<file path="src/rtl/my_and.sv">
// Two-input AND with registered copy, sticky unknown-operand flag and a
// saturating count of registered 0->1 transitions.
module my_and #(
    parameter int CNT_W = 16
) (
    input  logic             clk,
    input  logic             rst,
    input  logic             a,
    input  logic             b,
    output logic             out,
    output logic             out_q,
    output logic             out_vld,
    output logic             x_flag,
    output logic [CNT_W-1:0] rise_cnt
);

    logic known;
    logic res;
    logic rise;

    // Operands count as known only when each is a strict 0 or 1; x/z on either
    // side poisons the result even if the other operand is 0.
    always_comb begin
        known = ((a === 1'b0) || (a === 1'b1)) && ((b === 1'b0) || (b === 1'b1));
        res   = a & b;
        rise  = known && res && !out_q;
    end

    always_comb begin
        out = 1'bx;
        if (known) begin
            out = res;
        end
    end

    always_ff @(posedge clk) begin
        if (rst) begin
            out_q    <= 1'b0;
            out_vld  <= 1'b0;
            x_flag   <= 1'b0;
            rise_cnt <= '0;
        end else if (known) begin
            out_q   <= res;
            out_vld <= 1'b1;
            if (rise && (rise_cnt != {CNT_W{1'b1}})) begin
                rise_cnt <= rise_cnt + 1'b1;
            end
        end else begin
            x_flag <= 1'b1;
        end
    end

endmodule

</file>
<file path="config.mk">
export PLATFORM = sky130hd
export DESIGN_NAME = my_and
export DESIGN_NICKNAME = d
export VERILOG_FILES = /design/src/rtl/my_and.sv
export SDC_FILE = /design/constraint.sdc
export NUM_CORES = 1
export LEC_CHECK = 0
export ABC_AREA = 0
export ABC_CLOCK_PERIOD_IN_PS = 1400
export CAP_MARGIN = 20
export CORE_MARGIN = 2
export CORE_UTILIZATION = 42
export DETAILED_ROUTE_END_ITERATION = 10
export PLACE_DENSITY = 0.73
export SLEW_MARGIN = 20
export SYNTH_ARGS = -nofsm -noshare
export SYNTH_HDL_FRONTEND = slang
export SYNTH_SLANG_ARGS = --single-unit
</file>
<file path="constraint.sdc">
create_clock -name clk -period 1.4 [get_ports clk]
set_input_delay 0.14 -clock clk [delete_from_list [all_inputs] [get_ports clk]]
set_output_delay 0.14 -clock clk [all_outputs]
set_load 0.02 [all_outputs]
</file>
== After elaboration in Yosys (flattened, before gate mapping) ==
Index checks and enable logic that the tools add are counted.
Word-level totals
  bits in registers: 19
  latch bits: 0
  RAM bits: 0
  memory bits (read-only): 0
  input bits: 4
  output and inout port bits: 20
  word-level logic and storage cells: 20
  memories kept: 0
Operators by class
  $add $sub $neg: 1
  multiply operators: 0
  div/mod/pow operators: 0
  $lt $le $gt $ge: 0
  equality and inequality tests: 5
  shift operators: 0
  mux-type cells: 1
  bitwise gates (word level): 1
  reduce and logical (&&, ||, !) cells: 8
Operator list (count)
  adder 16 x 1 -> 16 bit, second input constant: 1
  != test 16 bit, second input constant: 1
  case equality test 1 bit, second input constant: 4
  logical AND 1 bit: 4
  logical OR 1 bit: 2
  AND reduction 2 bit: 1
  bitwise AND 1 bit: 1
  zero test 1 bit: 1
  two-way mux 1 bit: 1

== Longest topological paths before layout ==
  word-level depth: 7
  gate-level depth with buffers: 5
  depth with buffers taken out: 5

== Least setup slack after synthesis ==
Ideal clock, no wire load.
  path kind: reg-to-reg
  from: reg rise_cnt[0]
  to: reg rise_cnt[10]
  library setup time: 70 ps
  arrival: 1543 ps
  data required time: 1330 ps
  setup slack: -213 ps
  stages on the path, launching flop included: 6
  path through: dfxtp_1 ha_1 and2_1 nand4_2 or4_1 a21oi_1
Between the ends
  cells in the longest elaborated chain, start to end: 3
  elaborated cells between the ends (all ways): 4
  those cells by class: 1 x add/sub; 1 x eq/ne; 2 x reduce/logical
Ends and longest elaborated chain
  start: declaration: RTL line 14  | output logic [CNT_W-1:0] rise_cnt
  start signal: assignment: RTL line 46  | rise_cnt <= rise_cnt + 1'b1;
  parallel branches: the longest is 3 deep, another holds adder 16 x 1 -> 16 bit
Parallel ways; which one is timed is not known.
A chain may end at the register's enable or synchronous reset.

== Final worst setup path ==
  from: reg out_q
  to: reg rise_cnt[5]
Between the ends
  cells in the longest elaborated chain, start to end: 4
Ends and longest elaborated chain
  start: declaration: RTL line 11  | output logic out_q,
  start signal: assignment: RTL line 43  | out_q <= res;
  zero test 1 bit: RTL line 26  | rise = known && res && !out_q;
  logical AND 1 bit: RTL line 26
  logical AND 1 bit: RTL line 45  | if (rise && (rise_cnt != {CNT_W{1'b1}})) begin
  AND reduction 2 bit (no line)
Every way passes these cells.

==> results.md <==
- Fmax: 661 MHz
- ANT nets after route: 0
- Hold Crit Start: rst
- Register clock-pin slew on the reported worst setup and hold paths: 110 ps
- # port buffers: 22
- Core ar.: 0.00215 mm²
- Synthesized area: around 930 µm²
- Internal power: around 0.00070 W
- Clock Power Share: 36.3%
- Maxcap violations: 0
- I/O Pins: 24
- Lkg Pwr: 0.662 nW
- H-tree Lvls: 1
- Clock Sink Count: 18
- Finished Layout Cells: 189
- Yosys Warn Count: 0
- Initial Utilization: roughly 44%
- Via count: 1067
- Gp weighted congestion: approximately 0.83
- Logic pwr share: 8.4%
- CTS root buf: clkbuf_4
- Layout Nets: between 150 and 200
- Post-layout util: 73.8%
- Most common cell after layout, fill and taps aside: buf_4
- Sw frac: roughly a quarter
- Top cell type's share of synthesized area: 38.6%
- Clock Skew: about 1.3 ps
- Crit path arrival time: 1750 ps
- Crit-path max cell delay: ~470 ps
- Layout cells sized above 1: 49.1%
- Worst Path Required: 1630 ps
- Placed Cells: 178
- Die Span X: roughly 50 µm
- Max Slew Vio Count: 0
- Failing checks: negative setup slack
- Crit-path max FO: 4
- Final count of negative-setup-slack endpoints: 11
- Period utilization: 108%
- Die Y: 51.2 µm
- Initial antenna violation count: 0
- Commonest non-fill, non-tap cells in the layout: buf_4, dlygate4sd2_1, a21oi_1, dfxtp_4
- Wire per inst: 14.4 µm
- Slowest-stage cell, CP: or4_1
- Global-route wire length before repair: 4.11 mm
- EDFF count, synth: 0
- Seq pwr share: around 55%
- Via-to-Cell Ratio: 5.65
- Vias in the first global route: 1003
- NetSw: 0.000222 W
- FF-to-FF path depth: 4
- CTS tree: built
- Setup WS post-layout: -114 ps
- Pin count of the biggest net entering global routing: 14
- Final Hold Fails: 0
- Clock latency at the later pin of the worst-skew pair: 300 ps
- Worst Setup End Kind: register
- Fin crit period: 1510 ps
- Reg2reg end: rise_cnt[5]
- Routed wire length: 2.73 mm
- RSZ-0062 raised after global routing: yes
- Hold path cells: 2
- Top_reg_cell synth: dfxtp_1
- Crit-path cells: and4b_4 > nand2_4 > or4_1 > a21oi_1
- Synth area leader: dfxtp_1
- FF-to-FF Start: out_q
- DPL Wire Length: 1.86 mm
- DRT iter0 DRCs: 20
- Synth Instances: 106
- Status: complete, but fails checks
- Top area cells in the synthesized netlist: dfxtp_1, a21oi_1, o31ai_1, or4_1, nand2_1
- CP Launch Type: register
- Grt total ovfl: 0
- TritonRoute pass-1 iters: 4
- P per Cell Area: 579 mW/mm²
- Die area: 0.00262 mm²
- Final routed DRC violation total: 0
- Min-Delay Endpoint: out_vld
- Gr usage total: 20.9%
- Syn Nets: 111
- VDD IR-drop max: 0.617 mV
- ANT cells: 0
- Synth cell types: 33
- Row count: 17
- #FFs+latches synth: 18
- Area delta synth->final: 69.6%
- Setup CP Type: register to register
- Hold Crit Class: input port to register
- Inserted Clock Buffers: 3
- Syn avg cell area: 8.82 µm²
- Clk buf depth: 2
- Register area share after synthesis: 38.6%
- Reg2Reg Setup Slack: -110 ps
- Fraction of registers with async set/reset: 0%
[repair_timing]
action / in CTS / in global routing
setup endpoints to repair: 29 / 16
setup buffers: 4 / 3
gates resized for setup: 28 / 12
pin swaps: 9 / 5
hold buffers: 0 / 0
[power groups by stage]
| stage | clock network (W) | registers (W) | logic (W) |
|---|---|---|---|
| 6_report | 0.000333 | 0.000507 | 0.0000769 |
| 5_1_grt | 0.000347 | 0.000508 | 0.0000835 |
| 4_1_cts | 0.000342 | 0.000511 | 0.0000761 |
| 3_5_place_dp | 0 | 0.000523 | 0.0000750 |
| 3_3_place_gp | 0 | 0.000523 | 0.0000729 |
| 2_1_floorplan | 0 | 0.000530 | 0.0000317 |
[cells in the mapped netlist, drive strengths merged (3+ instances only)]
master and number:
or3 3, o31ai 6, nand3 7, nor2 4, nand4 5, dfxtp 18
nor3 7, and2 3, nand2 10, or4 6, inv 3, a21oi 10
o21ai 3
[flip-flops by register name, summed over array words and instances, names as in the netlist]
name      cells
out_q         1
rise_cnt     16
out_vld       1
[kinds of logic after synthesis]
family	share of synthesized area, %
mux	2.14
fa+ha+maj	1.34
compound gates	17.4
simple gates	36.9
flops	38.6
other cells	0.401
buf+inv	3.21
[per-layer routing]
metal / vias to the layer above / global-route usage (%) / part of all wire (%)
li1: 523 / - / -
met1: 502 / 24.7 / 44
met2: 38 / 36.4 / 50
met3: 4 / 3.51 / 4.1
met4: 0 / 9.91 / 1.2
met5: - / 0 / 0
[area by class of cell]
class | count | area (µm²)
sequential | 18 | 402
clock buffer | 4 | 36.3
fill | 168 | 563
multi-input combinational | 82 | 659
inverter | 3 | 11.3
timing repair buffer | 54 | 442
tap | 28 | 35.0
[worst max-delay path: cells and delay by family, from the launching register on]
| family | cells | cell delay (ps) |
|---|---|---|
| AO/OA/AOI/OAI | 1 | 160 |
| AND/OR/NAND/NOR | 3 | 920 |
| flip-flops | 1 | 360 |
[per-stage QoR]
step / worst slack, ps / hold slack (ps) / TNS, ps / total power, W / instance area [µm²]
6_report: -114 / 504 / -514 / 0.000917 / 1590
5_1_grt: -145 / 520 / -1340 / 0.000939 / 1590
4_1_cts: -101 / 503 / -472 / 0.000930 / 1510
3_5_place_dp: -400 / 507 / -3870 / 0.000598 / 1430
3_3_place_gp: -324 / 487 / -3080 / 0.000596 / 1430
2_1_floorplan: -43.7 / 205 / -78.5 / 0.000562 / 1000
[how the worst max path moves through the flow]
stage,startpoint,to,slack [ps],cells past startpoint
final,out_q,rise_cnt[5],-110,4
after global routing,out_q,rise_cnt[5],-140,4
after CTS,out_q,rise_cnt[5],-100,4
after detailed placement,a,rise_cnt[9],-400,5
after global placement,a,out,-320,3
after floorplan,out_q,rise_cnt[9],-40,4
Note: power is estimated with default switching activity, not from simulation.
